--- src/rtl/id_ex_hazard_reg.sv ---
// ID/EX pipeline register with RAW hazard detection, bubble insertion
// and saturating stall/flush counters.
module id_ex_hazard_reg #(
    parameter int DATA_W = 32,
    parameter int CNT_W  = 16
) (
    input  logic              clk,
    input  logic              rst,
    input  logic              fwd_en,
    input  logic              branch_taken,
    input  logic              id_valid,
    input  logic [3:0]        id_src_1,
    input  logic [3:0]        id_src_2,
    input  logic              id_two_src,
    input  logic [3:0]        id_dst,
    input  logic              id_wb_en,
    input  logic              id_mem_r_en,
    input  logic              id_mem_w_en,
    input  logic              id_b,
    input  logic              id_s,
    input  logic              id_imm,
    input  logic [3:0]        id_exe_cmd,
    input  logic [DATA_W-1:0] id_val_rn,
    input  logic [DATA_W-1:0] id_val_rm,
    input  logic [11:0]       id_shift_op,
    input  logic [23:0]       id_simm24,
    input  logic [3:0]        id_status,
    input  logic [DATA_W-1:0] id_pc,
    input  logic [3:0]        mem_dst,
    input  logic              mem_wb_en,
    output logic              hazard,
    output logic              ex_valid,
    output logic [3:0]        ex_src_1,
    output logic [3:0]        ex_src_2,
    output logic              ex_two_src,
    output logic [3:0]        ex_dst,
    output logic              ex_wb_en,
    output logic              ex_mem_r_en,
    output logic              ex_mem_w_en,
    output logic              ex_b,
    output logic              ex_s,
    output logic              ex_imm,
    output logic [3:0]        ex_exe_cmd,
    output logic [DATA_W-1:0] ex_val_rn,
    output logic [DATA_W-1:0] ex_val_rm,
    output logic [11:0]       ex_shift_op,
    output logic [23:0]       ex_simm24,
    output logic [3:0]        ex_status,
    output logic [DATA_W-1:0] ex_pc,
    output logic [CNT_W-1:0]  stall_cnt,
    output logic [CNT_W-1:0]  flush_cnt
);

    typedef struct packed {
        logic              valid;
        logic [3:0]        src_1;
        logic [3:0]        src_2;
        logic              two_src;
        logic [3:0]        dst;
        logic              wb_en;
        logic              mem_r_en;
        logic              mem_w_en;
        logic              b;
        logic              s;
        logic              imm;
        logic [3:0]        exe_cmd;
        logic [DATA_W-1:0] val_rn;
        logic [DATA_W-1:0] val_rm;
        logic [11:0]       shift_op;
        logic [23:0]       simm24;
        logic [3:0]        status;
        logic [DATA_W-1:0] pc;
    } id_ex_t;

    id_ex_t id_d;
    id_ex_t ex_q;

    assign id_d = '{
        valid:    id_valid,
        src_1:    id_src_1,
        src_2:    id_src_2,
        two_src:  id_two_src,
        dst:      id_dst,
        wb_en:    id_wb_en,
        mem_r_en: id_mem_r_en,
        mem_w_en: id_mem_w_en,
        b:        id_b,
        s:        id_s,
        imm:      id_imm,
        exe_cmd:  id_exe_cmd,
        val_rn:   id_val_rn,
        val_rm:   id_val_rm,
        shift_op: id_shift_op,
        simm24:   id_simm24,
        status:   id_status,
        pc:       id_pc
    };

    logic chk_1;
    logic chk_2;
    logic ex_hit_1;
    logic ex_hit_2;
    logic mem_hit_1;
    logic mem_hit_2;
    logic raw;

    always_comb begin
        chk_1     = id_valid & ~id_b;
        chk_2     = id_valid & id_two_src;
        ex_hit_1  = ex_q.valid & ex_q.wb_en & (id_src_1 == ex_q.dst);
        ex_hit_2  = ex_q.valid & ex_q.wb_en & (id_src_2 == ex_q.dst);
        mem_hit_1 = mem_wb_en & (id_src_1 == mem_dst);
        mem_hit_2 = mem_wb_en & (id_src_2 == mem_dst);
        // With forwarding only a load in EX cannot be bypassed in time
        if (fwd_en) begin
            raw = ex_q.mem_r_en
                & ((chk_1 & ex_hit_1) | (chk_2 & ex_hit_2));
        end else begin
            raw = (chk_1 & (ex_hit_1 | mem_hit_1))
                | (chk_2 & (ex_hit_2 | mem_hit_2));
        end
        hazard = raw & ~branch_taken & ~rst;
    end

    always_ff @(posedge clk) begin
        if (rst) begin
            ex_q      <= '0;
            stall_cnt <= '0;
            flush_cnt <= '0;
        end else if (branch_taken) begin
            ex_q <= '0;
            if (flush_cnt != '1) begin
                flush_cnt <= flush_cnt + 1'b1;
            end
        end else if (hazard) begin
            ex_q <= '0;
            if (stall_cnt != '1) begin
                stall_cnt <= stall_cnt + 1'b1;
            end
        end else begin
            ex_q <= id_d;
        end
    end

    assign ex_valid    = ex_q.valid;
    assign ex_src_1    = ex_q.src_1;
    assign ex_src_2    = ex_q.src_2;
    assign ex_two_src  = ex_q.two_src;
    assign ex_dst      = ex_q.dst;
    assign ex_wb_en    = ex_q.wb_en;
    assign ex_mem_r_en = ex_q.mem_r_en;
    assign ex_mem_w_en = ex_q.mem_w_en;
    assign ex_b        = ex_q.b;
    assign ex_s        = ex_q.s;
    assign ex_imm      = ex_q.imm;
    assign ex_exe_cmd  = ex_q.exe_cmd;
    assign ex_val_rn   = ex_q.val_rn;
    assign ex_val_rm   = ex_q.val_rm;
    assign ex_shift_op = ex_q.shift_op;
    assign ex_simm24   = ex_q.simm24;
    assign ex_status   = ex_q.status;
    assign ex_pc       = ex_q.pc;

endmodule
--- config.mk ---
export PLATFORM = sky130hd
export DESIGN_NAME = id_ex_hazard_reg
export DESIGN_NICKNAME = d
export VERILOG_FILES = /design/src/rtl/id_ex_hazard_reg.sv
export SDC_FILE = /design/constraint.sdc
export NUM_CORES = 1
export LEC_CHECK = 0
export ABC_AREA = 0
export CAP_MARGIN = 20
export CORE_AREA = 2 2 142 144
export CTS_CLUSTER_SIZE = 16
export DETAILED_ROUTE_END_ITERATION = 10
export DIE_AREA = 0 0 144 146
export PLACE_DENSITY = 0.69
export SLEW_MARGIN = 20
export SYNTH_ARGS = -nofsm -noshare
export SYNTH_HDL_FRONTEND = slang
export SYNTH_SLANG_ARGS = --single-unit
--- constraint.sdc ---
create_clock -name clk -period 1.8 [get_ports clk]
set_input_delay 0.27 -clock clk [delete_from_list [all_inputs] [get_ports clk]]
set_output_delay 0.27 -clock clk [all_outputs]
set_load 0.005 [all_outputs]
==> flow_summary.json <==
{
  "grt_util_all_layers": 0.187,
  "root_buffer": "clkbuf_16",
  "fmax_ghz": 0.469,
  "syn-cell-area_um2": 6120,
  "maxCapViolCount": 0,
  "grt-ovfl-total": 0,
  "yosysMostFrequentCell": "dfxtp_1",
  "pin_count": 362,
  "yosysWarnings": 0,
  "post-place-ws_ps": -937,
  "syn-mean-instance-area_um2": 10.9,
  "nets": 1138,
  "tightest_slew_ps": 400,
  "hold_class": "in -> reg",
  "io_buffers": 361,
  "worstPathMaxFanout": 2,
  "finalMaxSlewViolations": 0,
  "synth_nets": 735,
  "synth_top_flop_cell": "dfxtp_1",
  "row_count": 51,
  "grt_pass1_wl_um": 30400,
  "synth_commonest_cells": "dfxtp_1, and3_1, clkbuf_1",
  "yosysTopAreaCell": "dfxtp_1",
  "routed_via_density": 4.48,
  "hold_viol": 0,
  "grt_pass1_vias": 5626,
  "totalNegativeSetupSlack_ps": -26560,
  "ant_nets": 0,
  "initial_utilization": 0.317,
  "via_count": 5591,
  "violations": "setup timing",
  "worstSetupEndpointType": "output pin",
  "tritoncts.num_buffers": 17,
  "status": "finished with violations",
  "ys_types": 35,
  "die_area_um2": 21000,
  "worst_skew_pair.late_latency_ps": 420,
  "synthTopCellsByArea": "dfxtp_1, and3_1, clkbuf_1",
  "drive_gt1_frac": 0.137,
  "clock_skew_ps": 11.2,
  "seq_area_frac_synth": 0.628,
  "syn2layout_area_growth_pct": 83.6,
  "grt_setup_unrepaired": "yes",
  "detailed_place_hpwl_um": 15000,
  "clk_pin_slew_ps": 70,
  "core_area_um2": 19300,
  "cts_tree": "built",
  "fin_ws_ps": -333,
  "setup_viol": 171,
  "cts_hold_buf": 0,
  "detail_route.wl_per_cell_um": 16.0,
  "yosysTopAreaCellShare": 0.628,
  "die_w_um": 144,
  "fin_crit_sh": 1.18,
  "required_ps": 1530,
  "syn_inst": 564,
  "antenna_found_initial": 2,
  "grt_max_degree": 101,
  "first_iter_violations": 255,
  "cts_num_sinks": 192,
  "max-vdd-ir-drop_mv": 0.612,
  "worst_ep_arrival_time_ps": 1860,
  "relSlewSlack": 0.733,
  "fin_crit_ps": 2130,
  "wl_um": 20000,
  "synth-edff-count": 0,
  "globalplace.congestion": 0.840,
  "p_per_area_nw_per_um2": 824,
  "cts-htree-levels": 4,
  "synth_async_sr_flop_share": 0,
  "p_leak_uw": 0.00485,
  "clockBufferDepth": 2,
  "die_y_um": 146,
  "crit_type": "reg -> out",
  "drc": 0,
  "ys_seq_elements": 192,
  "fillers": 1677,
  "drtPass1Iterations": 4,
  "cp-start-kind": "flip-flop"
}
[layer usage]
layer,GRT usage,vias up,part of all wire
met5,0,-,0
li1,-,2774,-
met4,0.0716,0,0.021
met3,0.0655,28,0.091
met2,0.322,227,0.50
met1,0.210,2562,0.39
[power breakdown]
group / switching (µW) / internal [µW] / leakage, µW
Sequential: 45.5 / 4400 / 0.00157
Combinational: 302 / 710 / 0.00299
Clock: 1760 / 2050 / 0.000286
Total: 2110 / 7150 / 0.00485
[cells by family after synthesis]
| logic type | count (synthesis) | share of synthesized area |
|---|---|---|
| compound gates | 34 | 0.0392 |
| xor+xnor | 28 | 0.0401 |
| fa+ha+maj | 2 | 0.00409 |
| buf+inv | 48 | 0.0321 |
| flops | 192 | 0.628 |
| mux | 5 | 0.00879 |
| simple gates | 255 | 0.248 |
[path summary, 6_finish.rpt]
| kind | endpoint | start | cells after the start | slack (ps) |
|---|---|---|---|---|
| max reg2reg | stall_cnt[6]$_SDFFE_PP0P_ | ex_wb_en$_SDFF_PP0_ | 8 | -330 |
| min reg2reg | stall_cnt[15]$_SDFFE_PP0P_ | stall_cnt[15]$_SDFFE_PP0P_ | 1 | 500 |
| max | hazard | ex_wb_en$_SDFF_PP0_ | 6 | -330 |
| min | ex_src_2[1]$_SDFF_PP0_ | id_src_2[1] | 2 | 310 |
[stage by stage]
step                power, µW  area, µm²  hold slack, ps  utilization  instances
floorplan                4760       6140             416            -        564
global placement         5540      10500             477        0.541       1210
detailed placement       5550      10500             491        0.541       1210
CTS                      9370      11100             270        0.575       1243
global route             9640      11200             301        0.581       1247
finish                   9260      11200             309        0.581       1247
[flip-flops by register name, summed over array words and instances, names as in the netlist]
signal / flops
ex_pc: 32
ex_val_rm: 32
ex_val_rn: 32
ex_simm24: 24
flush_cnt: 16
stall_cnt: 16
ex_shift_op: 12
ex_dst: 4
ex_exe_cmd: 4
ex_src_1: 4
ex_src_2: 4
ex_status: 4
ex_b: 1
ex_imm: 1
ex_mem_r_en: 1
ex_mem_w_en: 1
ex_s: 1
ex_two_src: 1
ex_valid: 1
ex_wb_en: 1
[critical path, stage by stage (launching register included)]
cell       delay [ps]
dfxtp_2           360
o2111ai_4         140
buf_6             150
o41ai_4           400
a311oi_4          100
nor3_2            140
buf_2             140
[cell type report]
class / count / area [µm²] / share of cell area
Timing Repair Buffer: 428 / 4220 / 0.376
Inverter: 4 / 15.0 / 0.00134
Antenna cell: 2 / 5.00 / 0.000445
Clock inverter: 13 / 144 / 0.0128
Tap cell: 265 / 332 / 0.0295
Clock buffer: 19 / 453 / 0.0403
Sequential cell: 192 / 3850 / 0.343
Multi-Input combinational cell: 324 / 2220 / 0.197
[cells in the final DEF (no fill, tap or decap), drive strengths merged, types with 2 or more instances in the layout]
cell and instances:
clkdlybuf4s50 351, dfxtp 192, and3 166, buf 68, nor2 20, clkbuf 19, xor2 15, a21oi 15
nand2 14, xnor2 13, nand3 12, nand4 11, inv 11, or4 10, o31ai 9, dlygate4sd2 8
nor3 5, or3 4, o21ai 4, and4 3, nor2b 3, clkinvlp 3, mux2 3, diode 2
and2 2, mux2i 2, ha 2, clkinv 2, nor3b 2
[timing repair]
action	CTS	global route
pin swaps	4	8
resized for setup	25	20
setup endpoints to repair	177	184
gates cloned	0	0
setup buffers	1	2
(Power assumes the default switching activity.)
